File: config.mk
export PLATFORM = sky130hd
export DESIGN_NAME = red_pitaya_enable_seq
export DESIGN_NICKNAME = d
export VERILOG_FILES = /design/src/rtl/red_pitaya_enable_seq.sv
export SDC_FILE = /design/constraint.sdc
export NUM_CORES = 1
export LEC_CHECK = 0
export CORE_MARGIN = 2
export CORE_UTILIZATION = 53
export DETAILED_ROUTE_END_ITERATION = 8
export HOLD_SLACK_MARGIN = 0.08
export PLACE_DENSITY = 0.88
export SETUP_SLACK_MARGIN = 0.5
export SYNTH_ARGS = -nofsm -noshare
export SYNTH_HDL_FRONTEND = slang
export SYNTH_SLANG_ARGS = --single-unit
File: constraint.sdc
create_clock -name clk -period 2.3 [get_ports clk]
set_input_delay 0.23 -clock clk [delete_from_list [all_inputs] [get_ports clk]]
set_output_delay 0.23 -clock clk [all_outputs]
set_load 0.01 [all_outputs]
File: src/rtl/red_pitaya_enable_seq.sv
// red_pitaya_enable_seq: steps per-channel enables toward a requested mask one channel at a time,
// disables highest-first then enables lowest-first, holding SETTLE cycles after each toggle.
module red_pitaya_enable_seq #(
  parameter int N_SUB  = 4,
  parameter int SETTLE = 4
) (
  input  logic             clk,
  input  logic             rstn,
  input  logic             req_valid_i,
  input  logic [N_SUB-1:0] req_mask_i,
  output logic [N_SUB-1:0] enable_o,
  output logic [N_SUB-1:0] status_o,
  output logic             busy_o,
  output logic             done_o
);
  localparam int IW = N_SUB > 1 ? $clog2(N_SUB) : 1;
  localparam int CW = SETTLE > 1 ? $clog2(SETTLE) : 1;
  typedef enum logic [1:0] {IDLE, SELECT, WAIT} state_t;
  state_t state, state_n;
  logic [N_SUB-1:0] target, target_n, pend_mask, pend_mask_n, enable_n, status_n;
  logic pend_valid, pend_valid_n, busy_n, done_n, up, up_n, dis_hit, en_hit;
  logic [CW-1:0] cnt, cnt_n;
  logic [IW-1:0] ch, ch_n, dis_idx, en_idx;
  always_comb begin
    dis_hit = 1'b0;
    dis_idx = '0;
    en_hit = 1'b0;
    en_idx = '0;
    for (int i = 0; i < N_SUB; i++)
      if (enable_o[i] && !target[i]) begin
        dis_hit = 1'b1;
        dis_idx = IW'(i);
      end
    for (int i = N_SUB - 1; i >= 0; i--)
      if (!enable_o[i] && target[i]) begin
        en_hit = 1'b1;
        en_idx = IW'(i);
      end
  end
  always_comb begin
    state_n = state;
    target_n = target;
    pend_valid_n = pend_valid;
    pend_mask_n = pend_mask;
    enable_n = enable_o;
    status_n = status_o;
    busy_n = busy_o;
    done_n = 1'b0;
    cnt_n = cnt;
    ch_n = ch;
    up_n = up;
    case (state)
      IDLE: if (req_valid_i) begin
        target_n = req_mask_i;
        busy_n = 1'b1;
        state_n = SELECT;
      end
      SELECT: begin
        if (dis_hit || en_hit) begin
          ch_n = dis_hit ? dis_idx : en_idx;
          up_n = !dis_hit;
          enable_n[ch_n] = !dis_hit;
          status_n[ch_n] = 1'b0;
          cnt_n = CW'(SETTLE - 1);
          state_n = WAIT;
          pend_valid_n = pend_valid || req_valid_i;
          pend_mask_n = req_valid_i ? req_mask_i : pend_mask;
        end else if (req_valid_i || pend_valid) begin
          target_n = req_valid_i ? req_mask_i : pend_mask;
          pend_valid_n = 1'b0;
        end else begin
          busy_n = 1'b0;
          done_n = 1'b1;
          state_n = IDLE;
        end
      end
      default: begin
        pend_valid_n = pend_valid || req_valid_i;
        pend_mask_n = req_valid_i ? req_mask_i : pend_mask;
        cnt_n = cnt == '0 ? cnt : cnt - 1'b1;
        if (cnt == '0) begin
          status_n[ch] = status_o[ch] || up;
          state_n = SELECT;
        end
      end
    endcase
  end
  always_ff @(posedge clk) begin
    if (!rstn) begin
      state <= IDLE;
      target <= '0;
      pend_valid <= 1'b0;
      pend_mask <= '0;
      enable_o <= '0;
      status_o <= '0;
      busy_o <= 1'b0;
      done_o <= 1'b0;
      cnt <= '0;
      ch <= '0;
      up <= 1'b0;
    end else begin
      state <= state_n;
      target <= target_n;
      pend_valid <= pend_valid_n;
      pend_mask <= pend_mask_n;
      enable_o <= enable_n;
      status_o <= status_n;
      busy_o <= busy_n;
      done_o <= done_n;
      cnt <= cnt_n;
      ch <= ch_n;
      up <= up_n;
    end
  end
endmodule

Word level (Yosys, flattened, before mapping)
Cells that the tools add are included.
{ "word_totals": {"wordCells": 116, "n_memories": 0, "inputBits": 7, "out_inout_bits": 10, "romBits": 0, "latchBits": 0, "ramBits": 0, "reg_bits": 26} }
{ "classes": {"n_mul": 0, "n_addsub": 1, "mux": 50, "order_cmp": 4, "shift": 0, "eq_ne": 9, "reduce_logical": 36, "bitwise": 5, "div": 0} }
{ "ops": {"columns": ["op", "n"], "rows": [
  ["2-to-1 mux 4 bit", 7],
  ["2-to-1 mux 2 bit", 13],
  ["one-hot mux 4 bit (2 select lines)", 3],
  ["2-to-1 mux 1 bit", 18],
  ["logical AND 1 bit", 10],
  ["inequality test 2 bit (second input constant)", 5],
  ["zero test 1 bit", 9],
  ["AND reduction 3 bit", 3],
  ["bitwise mux 4 bit", 2],
  ["one-hot mux 2 bit (2 select lines)", 2],
  ["AND reduction 4 bit", 2],
  ["< comparator 2 x 3 -> 1 bit (second input constant)", 2],
  ["inequality test 3 bit (second input constant)", 2],
  ["AND reduction 2 bit", 3],
  ["bitwise AND 4 bit", 1],
  ["demux 1 bit (select 2 bit)", 2],
  ["greater-or-equal comparator 2 x 1 -> 1 bit (second input constant)", 2],
  ["zero test 2 bit", 2],
  ["NOT 4 bit", 1],
  ["one-hot mux 1 bit (2 select lines)", 2],
  ["nonzero test 2 bit", 2],
  ["logical OR 1 bit", 3],
  ["NOT 1 bit", 3],
  ["nonzero test 3 bit", 1],
  ["5 further kinds", 5]
]} }

Depth between registers and ports, before layout
{ "logic_depth": {"word_depth": 15, "depth_mapped": 7, "mapped_depth_nobuf": 7} }

Least setup slack after synthesis
OpenSTA, ideal clock, no wires.
{ "synth_path": {"path_kind": "register to register", "from": "register enable_o[3]", "to": "register cnt[1]", "synth_period_minus_slack_ns": 1.772, "required_ns": 2.178, "setup_time_ns": 0.122, "setup_slack_ns": 0.528, "t_arrival_ns": 1.650, "path_stages_with_launch": 5, "n_path_buf": 0, "cell_sequence": "dfxtp_1 or2b_2 or3b_1 o41a_4 o311a_1"} }
{ "synth_between": {"elab_chain_cells": 9, "word_cells_on_any_way": 11, "classes_between": "eq/ne: 1; mux: 5; reduce/logical: 5"} }
{ "synth_rtl": {"columns": ["element", "line_no", "source"], "rows": [
  ["start: declaration", "11", "output logic [N_SUB-1:0] enable_o,"],
  ["start signal: assignment", "106", "enable_o <= enable_n;"],
  ["zero test 1 bit", "35", "if (!enable_o[i] && target[i]) begin"],
  ["logical AND 1 bit", "35", null],
  ["2-to-1 mux 1 bit (4 in series)", "35", null],
  ["logical OR 1 bit (*)", "59", "if (dis_hit || en_hit) begin"],
  ["inequality test 2 bit (no source line) (*)", null, null],
  ["AND reduction 3 bit (no source line) (*)", null, null],
  ["end signal: assignment", "110", "cnt <= cnt_n;"],
  ["end: declaration", "22", "logic [CW-1:0] cnt, cnt_n;"]
]} }
Mark *: on every way between the ends. The rest lies on a longest branch, timed or not.
A chain may end at the register's enable or synchronous reset.

Worst setup path in the final report
Ends and elaborated chain as after synthesis.

==> out/qor.txt <==
Hold Crit Class: reg -> reg
fill cell count: 167
antenna cell count: 0
status: complete, no violations
FF+latch count, synth: 26
Period Utilization, post-route: 81.1%
clk_skew: 0.00336 ns
Root Buffer Master: clkbuf_4
Tightest Pin Transition: 0.413 ns
initial core utilization: 57.2%
CP cell instances: or2b_2, or3b_4, o41a_4, o311a_1
WP data arrival: 2.09 ns
Final min period: 1.87 ns
clock sink count: 26
Antenna Nets Post-Route: 0
routed len/inst: 15.4 um
Max Fclk: 536 MHz
CP Capture Type: register
CTS Buffer Depth: 2
vias in the first global route: 1,098
GRT Total Usage: 22.8%
First-pass DRT Iterations: 4
Worst Path Max Fanout: 8
H-tree depth: 1
Detail Placement HPWL: 2140 um
# DRC: 0
leakage: 0.582 nW
Die Y: 53.6 um
relative slew slack: 72.0%
die area: 0.00287 mm2
Reg clk slew, reported paths: 0.13 ns
Core Box Area: 0.00228 mm2
CTS tree: built
Ports: 17
placer's final routability congestion estimate: 0.885
Mapped Cells: 146
Pins Over Slew Limit: 0
non-filler cells, final: 190
sequential area share after synthesis: 40.0%
reg2reg setup slack: 0.43 ns
VDD IR-drop max: 448 uV
Rows: 17
RSZ-0062 raised after global routing: yes
layout cells sized above 1: 18.5%
CTS buffer count: 3
cell count after placement: 187
setup TNS: 0 ns
CP peak stage delay: 0.42 ns
Synth Cell Area: 0.00130 mm2
Port Buffers: 16
PD cells: 569 mW/mm2
Setup crit start kind: register
final setup vio count: 0
WL final: 2920 um
largest net degree at the start of global routing: 17
Layout Nets: 172
total number of vias: 1,170
worst path required time: 2.53 ns
Via density: 6.16
Post-Syn Nets: 154
Horiz. Die Dim: 53.6 um
crit path kind: reg -> reg
warning count from the yosys run: 0
total grt overflow: 0
antenna violations before repair: 0
first-pass GRT wire length: 4760 um
clock latency on the worst-skew pair: 0.32 ns
Mapped Avg Cell Area: 8.92 um2
post-synth cell types: 41
Post-CTS Setup Bufs: 0
Critical-path top delay cell: o41a_4
MaxCap Viol Count: 0
Final Hold Viols: 0
Area Overhead vs Synth: 20.3%
DR iter-0 viols: 38
-- routing by layer --
layer	track usage (%)	wire (um)	vias up	share of wire, %
met5	0	0	-	0
met4	12.4	76	0	2.6
met3	3.89	175	11	6.0
met2	37.9	1400	46	48
met1	28.0	1270	556	43
li1	-	-	557	-
-- cells by family (layout without fill, tap and decap cells) --
group / after synthesis / count (layout) / synth area share (%)
adder cells (fa/ha/maj): 1 / 1 / 0.960
multiplexers: 15 / 15 / 11.9
XOR/XNOR: 2 / 2 / 1.35
AO/OA/AOI/OAI: 28 / 28 / 17.5
flip-flops: 26 / 26 / 40.0
buffers and inverters: 10 / 26 / 2.88
AND/OR/NAND/NOR: 64 / 64 / 25.5
-- worst max-delay path, delay by kind of cell, from the launching register on --
family / cells / cell delay (ns)
AO/OA/AOI/OAI: 2 / 0.77
AND/OR/NAND/NOR: 2 / 0.62
flip-flops: 1 / 0.38
-- layout by cell type (no fill, tap or decap), types with 2 or more instances in the layout --
| master | instances |
|---|---|
| mux2_2 | 4 |
| nor2b_1 | 6 |
| o31ai_1 | 2 |
| clkdlybuf4s50_1 | 16 |
| or3_1 | 2 |
| o211ai_1 | 2 |
| dfxtp_1 | 20 |
| o221a_2 | 2 |
| nand2b_1 | 4 |
| nor3b_1 | 2 |
| nand2_1 | 22 |
| nor2_1 | 9 |
| inv_1 | 5 |
| buf_4 | 2 |
| o311a_2 | 2 |
| clkbuf_4 | 3 |
| nor2b_2 | 2 |
| dfxtp_2 | 6 |
| mux2i_1 | 11 |
| o21ai_0 | 5 |
| nor3_1 | 3 |
| nand3_1 | 5 |
| a21oi_1 | 3 |
| o211a_1 | 2 |
-- cell type report --
| cell class | count | area, um2 | share of cell area [%] |
|---|---|---|---|
| multi-input cells | 110 | 787 | 50.2 |
| well taps | 28 | 35.0 | 2.24 |
| repair buffers | 18 | 175 | 11.2 |
| inverters | 5 | 18.8 | 1.20 |
| clock buffers | 3 | 22.5 | 1.44 |
| flip-flops and latches | 26 | 528 | 33.7 |
-- synth_stat cells --
cell	n	share of area [%]
xor2_1	1	0.67
nand2b_1	4	1.9
or2b_2	1	0.67
o41a_4	1	1.6
nor4_1	1	0.48
and2b_4	1	0.77
a31oi_1	1	0.48
o211ai_1	2	1.2
a211oi_1	1	0.58
nor3_2	1	0.77
dfxtp_1	26	40
a21oi_1	3	1.2
nor3b_1	2	1.2
or3b_1	1	0.67
nand2_1	22	6.3
or3_1	2	0.96
a21boi_0	1	0.58
o311ai_0	1	0.67
xnor2_1	1	0.67
mux2i_1	11	8.5
clkbuf_1	5	1.4
and4_1	1	0.67
nor2_1	9	2.6
o311a_1	1	0.77
o311a_2	2	1.7
o22ai_1	1	0.48
nor3_1	4	1.5
a21oi_2	1	0.67
nor2b_1	8	3.8
o31a_1	1	0.67
nand3_1	5	1.9
inv_1	5	1.4
and3_1	1	0.48
ha_1	1	0.96
o31ai_1	2	1.2
o21ai_0	5	1.9
o221a_2	2	1.7
o211a_1	2	1.5
mux2_2	4	3.5
nor4b_1	1	0.67
o21a_1	1	0.58
-- stage by stage --
stage | setup slack (ns) | hold WS (ns) | cell area, um2 | total power [mW] | util [%]
after floorplan | 0.528 | 0.307 | 1300 | 0.636 | -
after global placement | 0.495 | 0.460 | 1490 | 0.681 | 65.6
after detailed placement | 0.432 | 0.467 | 1490 | 0.690 | 65.6
after CTS | 0.474 | 0.486 | 1530 | 0.880 | 67.4
after global routing | 0.425 | 0.505 | 1570 | 0.933 | 68.8
final | 0.434 | 0.478 | 1570 | 0.891 | 68.8
-- path summary, 6_finish.rpt --
check / to / cells past startpoint / startpoint
setup reg to reg: cnt[1]$_SDFFE_PN0P_ / 4 / enable_o[3]$_SDFFE_PN0P_
hold / removal: target[1]$_SDFFE_PN0P_ / 2 / target[1]$_SDFFE_PN0P_
hold reg to reg: target[1]$_SDFFE_PN0P_ / 2 / target[1]$_SDFFE_PN0P_
setup / recovery: cnt[1]$_SDFFE_PN0P_ / 4 / enable_o[3]$_SDFFE_PN0P_
-- power by group --
part	leakage (nW)	total (mW)	switching (mW)	internal [mW]
logic	0.354	0.194	0.103	0.0917
registers	0.214	0.506	0.0286	0.478
clock network	0.0138	0.191	0.129	0.0615
total	0.582	0.891	0.260	0.631
-- registers in the layout, summed over array words and instances (netlist names) --
name        flops
enable_o        4
pend_mask       4
status_o        4
target          4
ch              2
cnt             2
state           2
busy_o          1
done_o          1
pend_valid      1
up              1
-- what timing repair did --
item                       CTS  global route
hold buffers                 0             0
pin swaps                    0             0
setup endpoints to repair   10            12
resized for setup            6             9
Note: power is estimated with default switching activity, not from simulation.
